<file path="config.mk">
export PLATFORM = sky130hd
export DESIGN_NAME = dmux_stream
export DESIGN_NICKNAME = d
export VERILOG_FILES = /design/src/rtl/dmux_pkg.sv /design/src/rtl/dmux_chan_buf.sv /design/src/rtl/dmux_stream.sv
export SDC_FILE = /design/constraint.sdc
export NUM_CORES = 1
export LEC_CHECK = 0
export ABC_AREA = 1
export CAP_MARGIN = 10
export CORE_MARGIN = 10
export CORE_UTILIZATION = 42
export DETAILED_ROUTE_END_ITERATION = 10
export PLACE_DENSITY_LB_ADDON = 0.3
export SKIP_CTS_REPAIR_TIMING = 1
export SYNTH_ARGS = -nofsm -noshare
export SYNTH_HDL_FRONTEND = slang
export SYNTH_HIERARCHICAL = 1
export SYNTH_SLANG_ARGS = --single-unit
</file>
<file path="constraint.sdc">
create_clock -name clk -period 1.7 [get_ports clk]
set_input_delay 0.255 -clock clk [delete_from_list [all_inputs] [get_ports clk]]
set_output_delay 0.255 -clock clk [all_outputs]
set_load 0.01 [all_outputs]
</file>
<file path="src/rtl/dmux_pkg.sv">
// Shared definitions for the dmux_stream stream demultiplexer.
// Mode encodings; code 3 is reserved and routes like directed.
package dmux_pkg;

  localparam logic [1:0] MODE_DIRECT = 2'd0;
  localparam logic [1:0] MODE_RR     = 2'd1;
  localparam logic [1:0] MODE_BCAST  = 2'd2;

endpackage

</file>
<file path="src/rtl/dmux_chan_buf.sv">
// One-entry output register slice for a single dmux_stream channel.
// A load wins over a drain, so the slot can refill in the cycle it empties.
module dmux_chan_buf #(
  parameter int WIDTH = 16
) (
  input  logic             clk,
  input  logic             rst_n,
  input  logic             load,
  input  logic [WIDTH-1:0] load_data,
  output logic             valid,
  input  logic             ready,
  output logic [WIDTH-1:0] data,
  output logic             free
);

  assign free = ~valid | ready;

  always_ff @(posedge clk or negedge rst_n) begin
    if (!rst_n) begin
      valid <= 1'b0;
      data  <= '0;
    end else if (load) begin
      valid <= 1'b1;
      data  <= load_data;
    end else if (ready) begin
      valid <= 1'b0;
    end
  end

endmodule

</file>
<file path="src/rtl/dmux_stream.sv">
// Registered N-way stream demultiplexer: directed, round-robin
// and broadcast routing into per-channel one-entry buffers.
module dmux_stream
  import dmux_pkg::*;
#(
  parameter int WIDTH   = 16,
  parameter int NUM_OUT = 4,
  parameter int SEL_W   = $clog2(NUM_OUT)
) (
  input  logic                     clk,
  input  logic                     rst_n,
  input  logic                     in_valid,
  output logic                     in_ready,
  input  logic [WIDTH-1:0]         in_data,
  input  logic [SEL_W-1:0]         in_sel,
  input  logic [1:0]               mode,
  output logic [NUM_OUT-1:0]       out_valid,
  input  logic [NUM_OUT-1:0]       out_ready,
  output logic [NUM_OUT*WIDTH-1:0] out_data,
  output logic [SEL_W-1:0]         rr_ptr,
  output logic                     sel_err
);

  localparam int NP = 1 << SEL_W;

  logic [NUM_OUT-1:0] free;
  logic [NUM_OUT-1:0] load;
  logic [NP-1:0]      free_pad;
  logic               sel_ok;
  logic               is_rr;
  logic               is_bc;
  logic               is_dir;
  logic               accept;

  assign is_rr  = (mode == MODE_RR);
  assign is_bc  = (mode == MODE_BCAST);
  assign is_dir = ~is_rr & ~is_bc;

  // Pad so out-of-range selects index defined (unused) bits.
  assign free_pad = NP'(free);

  generate
    if (NUM_OUT == NP) begin : g_pow2
      assign sel_ok = 1'b1;
    end else begin : g_npow2
      assign sel_ok = (in_sel < SEL_W'(NUM_OUT));
    end
  endgenerate

  always_comb begin
    in_ready = 1'b0;
    unique case (1'b1)
      is_rr:   in_ready = free_pad[rr_ptr];
      is_bc:   in_ready = &free;
      default: in_ready = sel_ok ? free_pad[in_sel] : 1'b1;
    endcase
  end

  assign accept = in_valid & in_ready;

  generate
    for (genvar i = 0; i < NUM_OUT; i++) begin : g_chan
      assign load[i] = accept & (is_bc
        | (is_rr & (rr_ptr == SEL_W'(i)))
        | (is_dir & sel_ok & (in_sel == SEL_W'(i))));

      dmux_chan_buf #(
        .WIDTH(WIDTH)
      ) u_buf (
        .clk      (clk),
        .rst_n    (rst_n),
        .load     (load[i]),
        .load_data(in_data),
        .valid    (out_valid[i]),
        .ready    (out_ready[i]),
        .data     (out_data[i*WIDTH +: WIDTH]),
        .free     (free[i])
      );
    end
  endgenerate

  always_ff @(posedge clk or negedge rst_n) begin
    if (!rst_n) begin
      rr_ptr  <= '0;
      sel_err <= 1'b0;
    end else begin
      sel_err <= accept & is_dir & ~sel_ok;
      if (accept & is_rr) begin
        if (rr_ptr == SEL_W'(NUM_OUT - 1))
          rr_ptr <= '0;
        else
          rr_ptr <= rr_ptr + SEL_W'(1);
      end
    end
  end

endmodule

</file>
## Word level (Yosys, flattened, before mapping)

Index checks and enable logic that the tools add are counted.

| word-level totals | value |
|---|---|
| bits in registers | 70 |
| bits of input ports | 27 |

| cells by class | value |
|---|---|
| add/sub/neg operators | 1 |
| magnitude comparators | 2 |
| equal/unequal tests | 8 |
| muxes and demuxes | 14 |
| bitwise operators | 33 |
| reductions and logical operators | 7 |

Operators by type and width:

| kind | number |
|---|---|
| $and A1 B1 Y1 | 15 |
| $or A1 B1 Y1 | 12 |
| $eq A2 B2 Y1 const B | 5 |
| $mux W1 | 10 |
| $reduce_bool A2 Y1 | 4 |
| $eq A2 B1 Y1 const B | 3 |
| $lt A2 B3 Y1 const B | 2 |
| $not A1 Y1 | 6 |
| $bmux W1 S2 | 2 |
| $logic_not A2 Y1 | 2 |
| $reduce_and A4 Y1 | 1 |
| $add A2 B1 Y2 const B | 1 |
| $mux W2 | 1 |
| $pmux W1 S2 | 1 |

## Depth between registers and ports, before layout

| depth | value |
|---|---|
| depth after elaboration | 8 |
| gate-level depth with buffers | 15 |

## Modules after synthesis

Netlist, hierarchy kept.

By module, submodules not included:

| module | times used | cells each | area an instance (µm²) |
|---|---|---|---|
| dmux_chan_buf | 4 | 72 | 675.6 |
| dmux_stream | 1 | 64 | 419.2 |

## Worst setup path after synthesis

Ideal clock, no wire load.

| timing path | value |
|---|---|
| path kind | flip-flop to flip-flop |
| start | register rr_ptr[0] |
| end | register g_chan[0].u_buf.data[3] |
| setup time | 0.117 ns |
| arrival time | 1.634 ns |
| data required time | 1.583 ns |
| setup slack | -0.050 ns |
| cell stages (with the launch flop) | 14 |
| buffers on the path | 2 |
| clock period less this slack | 1.750 ns |
| cell sequence | dfrtp_1 inv_2 nand2_1 nand3_1 nand2_1 nand2_2 a21oi_4 nand2_4 a21oi_2 buf_6 inv_8 buf_8 nand2_1 nand2_1 |

| on the way | value |
|---|---|
| word-level cells in the longest chain between the ends | 5 |

RTL lines:

| what | RTL line | source |
|---|---|---|
| start, declared | dmux_stream.sv:20 | `output logic [SEL_W-1:0] rr_ptr,` |
| start signal, assigned | dmux_stream.sv:92 | `rr_ptr <= rr_ptr + SEL_W'(1);` |
| $bmux W1 S2 | dmux_stream.sv:53 | `is_rr: in_ready = free_pad[rr_ptr];` |
| $mux W1 (not written as such) | dmux_stream.sv:53 |  |
| $pmux W1 S2 | dmux_stream.sv:52 | `unique case (1'b1)` |
| via in_ready | dmux_stream.sv:13 | `output logic in_ready,` |
| $and A1 B1 Y1 | dmux_stream.sv:59 | `assign accept = in_valid & in_ready;` |
| $and A1 B1 Y1 | dmux_stream.sv:63 | `assign load[i] = accept & (is_bc` |
| via load[0] | dmux_stream.sv:27 | `logic [NUM_OUT-1:0] load;` |
| end signal, assigned | dmux_chan_buf.sv:24 | `data <= load_data;` |
| end, declared | dmux_chan_buf.sv:12 | `output logic [WIDTH-1:0] data,` |

The timed path passes the listed nets, and every way through them passes these cells. The select of a mux whose other input is x is not followed.
A chain may end at the register's enable or synchronous reset.

## Worst setup path in the final report

| timing path | value |
|---|---|
| start | input out_ready[1] |
| end | register g_chan[3].u_buf.data[3] |

| on the way | value |
|---|---|
| word-level cells in the longest chain between the ends | 6 |

RTL lines:

| what | RTL line | source |
|---|---|---|
| start, declared | dmux_stream.sv:18 | `input logic [NUM_OUT-1:0] out_ready,` |
| $or A1 B1 Y1 * | dmux_chan_buf.sv:16 | `assign free = ~valid \| ready;` |
| via free[1] | dmux_stream.sv:26 | `logic [NUM_OUT-1:0] free;` |
| $bmux W1 S2, on equally long branches | dmux_stream.sv:55, dmux_stream.sv:53 |  |
| $mux W1, on equally long branches | dmux_stream.sv:55, dmux_stream.sv:53 |  |
| $pmux W1 S2 * | dmux_stream.sv:52 |  |
| $and A1 B1 Y1 * | dmux_stream.sv:59 |  |
| $and A1 B1 Y1 * | dmux_stream.sv:63 |  |
| via load[3] | dmux_stream.sv:27 |  |
| end signal, assigned | dmux_chan_buf.sv:24 |  |
| end, declared | dmux_chan_buf.sv:12 |  |

Mark *: on every way through the listed nets, which the timed path passes. The rest lies on a longest branch. The select of a mux whose other input is x is not followed.

==> metrics.sh <==
RUN_STATUS='complete, but fails checks'
VIOLATIONS='negative setup slack'
WORSTSETUPPATHDEPTH=15
SLOWEST_STAGE='clkdlybuf4s50_1'
DRV_SLEW=0
COUNT_OF_PINS_ON_THE_BLOCK_BOUNDARY=99
WL_PER_CELL_UM=15.1
GRT_PASS1_WL_MM=14.1
SETUP_VIOL_COUNT_FINAL=59
FINALWEIGHTEDCONGESTION=0.901
SYNTH_CELL_TYPE_COUNT=20
VIASPERCELL=4.56
FIRSTDRTPASSITERS=4
CTS-ROOT-TO-SINK-BUFFERS=2
SYNTH.CELL_AREA_UM2=3120
SHARE_CLK_OF_TOTAL_POWER_PCT=20.1
SHARE_SEQ_OF_TOTAL_POWER_PCT=36.6
SWITCHING_SHARE_PCT=33.0
DRIVE_ABOVE_1_SHARE_PCT=22.5
FIRST_GLOBAL_VIAS=2774
FINAL_CELL_COUNT_NO_FILL=593
SYNTHESIS.INSTANCES=352
P_TOTAL_mW=7.58
WORST-PATH-MAX-FANOUT=6
CP-END-KIND='flop'
TIMING.CRITICAL_PATH.BUF_INV=5
HPWLAFTERDP_MM=6.53
PLACE_WORST_SETUP_SLACK_PS=-539
NUMPORTBUFFERS=97
ANTENNA_VIOLATIONS_BEFORE_REPAIR=0
WORST-ENDPOINT-ARRIVAL_PS=2030
ROUTE.VIAS.TOTAL=2705
RR_STARTPOINT='g_chan[0].u_buf/valid'
DESIGN.DIE.AREA_UM2=11300
ANTENNADIODECOUNT=0
ENDPOINT='g_chan[3].u_buf/data[3]'
SYNTH_AREA_LEADER_CELL='dfrtp_1'
DETAILEDROUTE.FIRSTITERATIONVIOLATIONS=93
TIMING.FINAL.WS_SETUP_PS=-63.2
WP_DATA_REQUIRED_PS=1970
SETUP-TNS-FINAL_PS=-1400
CRITICAL_PATH.MAX_STAGE_DELAY_PS=450
SYNTH.TOP_CELL.AREA_SHARE_PCT=56.1
CLOCK_LATENCY_PS=330
LENGTH_IN_CELLS_OF_THE_WORST_REG_TO_REG_PATH=13
SYNTH-SEQ-CELLS=70
POWER.INTERNAL_mW=5.08
REG2REG_SETUP_SLACK_PS=-60
MAX_CAP_VIOLATIONS=0
ANT_NETS=0
INITIAL_CORE_UTIL_PCT=43.0
TRITONCTS_CLOCK_TREE='built'
GRT_MAX_DEGREE=71
POWER.COMBINATIONAL.FRACTION_PCT=43.4
CP_CELL_SEQUENCE='clkdlybuf4s50_1, inv_1, nand2_2, inv_1, nand2_1, nand3_2, nand2_2, nand2_2, a21oi_4, nand2_4, a21oi_4, buf_12, buf_12, nand2_1, nand2_1'
HOLD_VIOL_FINAL=0
FINALWIRELENGTH_MM=8.96
GLOBAL_ROUTE.OVERFLOW_TOTAL=0
GLOBALROUTETOTALUTIL_PCT=15.5
CORE_UM2=7250
ROW_COUNT=31
CLK_TRANSITION_REPORTED_PATHS_PS=80
LAYOUT-AREA-OVERHEAD-VS-SYNTH_PCT=57.2
MAXCLOCKFREQUENCY_MHz=567
DRT_DRC_VIOLATIONS_LEFT=0
WORST_VDD_IR_mV=1.14
SWITCHINGPOWER_mW=2.51
POSTSYNTHAREAPERCELL_UM2=8.87
CTS_MADE_BUFFERS=9
CTSROOTBUFFERMASTER='clkbuf_8'
YS_SEQ_AREA_SHARE_PCT=56.1
WORSTSETUPPATHTYPE='input port to flop'
DIE_W_UM=106
YOSYSWARNINGS=6
POST-PLACE-CELLS=569
CRITPATHTOPFAMILY='buffers and inverters'
LAYOUT_WORST_PATH_CYCLE_SHARE_PCT=104
DIE_H_UM=106
SYNTH.NET_COUNT=385
CLOCK_SKEW_PS=9.09
CRIT_PATH_TIME_FINAL_PS=1760
RSZ0062_AT_GRT='yes'
SYNTHTOPCELLSBYAREA='dfrtp_1 56%, nand2_1 24%, nand2_2 2.6%, ha_1 2.4%, nand3_1 1.9%'
TIMING.CRITICAL_PATH.FROM_TYPE='input port'
NUM-NETS-FINAL=522
LEAKAGEPOWER_nW=2.54
WORSTREG2REGEND='g_chan[3].u_buf/data[3]'
WORST_SETUP_PATH_STARTPOINT='out_ready[1]'
POWER_PER_CELL_AREA_nW_PER_UM2=1550
POST_ROUTE_CORE_UTILIZATION_PCT=67.7
WORSTHOLDPATHTYPE='input port to flop'
HTREE_LEVELS=3
CTS_SINKS=70
[power groups by stage]
stage	clock, mW	sequential (mW)	combinational (mW)
final	1.52	2.77	3.29
after global routing	1.63	2.86	3.58
after CTS	1.56	2.77	3.26
after detailed placement	0	2.78	3.24
after global placement	0	2.77	3.18
after floorplan	0	3.10	0.860
[logic make-up (layout without fill, tap and decap cells)]
family	after synthesis	count (layout)	synth area share, %
and+or+nand+nor	233	233	30.1
AOI/OAI and AO/OA	9	9	2.28
adders and majority gates	6	6	2.40
other	1	1	0.120
buffers and inverters	33	175	8.98
DFF	70	70	56.1
[sequential cells by signal (all words and copies together), names as in the netlist]
register            count
g_chan.u_buf/data      64
rr_ptr                  2
g_chan.u_buf/valid      4
[cell usage after synthesis, drive strengths merged]
cell type    n
nand2      214
nand3       12
conb         1
a21oi        9
ha           6
nand4        3
nor2         4
dfrtp       70
inv         19
buf         10
clkbuf       4
[tightest hold or removal path, cell delays in order]
cell and delay (ps):
dlymetal6s2s_1 80, inv_1 50, nand2_2 100, buf_4 110
buf_4 80, nand2_1 40
[layout by cell type (no fill, tap or decap), types with 2 or more instances in the layout]
master           netlist  routed
dlymetal6s2s_1         0       8
nand4_1                3       3
buf_2                  0       2
a21oi_4                1       5
ha_1                   6       5
inv_2                  2       6
buf_12                 0      14
dfrtp_1               70      69
clkdlybuf4s50_1        0      85
buf_4                  1      29
inv_8                  4       2
nand2_2               13      25
clkbuf_8               4      11
nand2_4                1       2
a21oi_1                4       4
bufinv_16              0       2
inv_16                 0       2
nand3_1               12      10
nor2_2                 1       3
nand3_2                0       2
inv_1                 13       9
nand2_1              200     187
[stage by stage]
stage               cell area (um2)  hold WS (ps)
finish                         4910           417
global route                   4910           454
CTS                            4710         -52.1
detailed placement             4480           313
global placement               4480           310
floorplan                      3130         -40.6
[routing by layer]
| metal | up-vias | GRT usage [%] | share of wire [%] |
|---|---|---|---|
| met5 | - | 0 | 0 |
| met4 | 0 | 4.26 | 0.47 |
| met3 | 6 | 7.43 | 8.5 |
| met2 | 69 | 25.8 | 50 |
| met1 | 1284 | 17.5 | 41 |
| li1 | 1346 | - | - |
[worst min path at each step]
| stage | from | end | cells past startpoint |
|---|---|---|---|
| 2_1_floorplan | rst_n | g_chan[0].u_buf/data[0] | 0 |
| 3_3_place_gp | rst_n | g_chan[0].u_buf/data[13] | 2 |
| 3_5_place_dp | rst_n | g_chan[3].u_buf/data[7] | 2 |
| 4_1_cts | rst_n | g_chan[3].u_buf/data[7] | 2 |
| 5_1_grt | out_ready[3] | g_chan[3].u_buf/valid | 6 |
| 6_report | out_ready[2] | g_chan[2].u_buf/valid | 6 |
[area by class of cell]
type                       count  area (um2)
clock inverter                 5        81.3
sequential                    70        1750
inverter                      19         119
tap                           99         124
clock buffer                  11         151
multi-input combinational    249        1180
timing repair buffer         140        1490
fill                         586        2350
No activity file was read; power rests on OpenSTA's default activity.
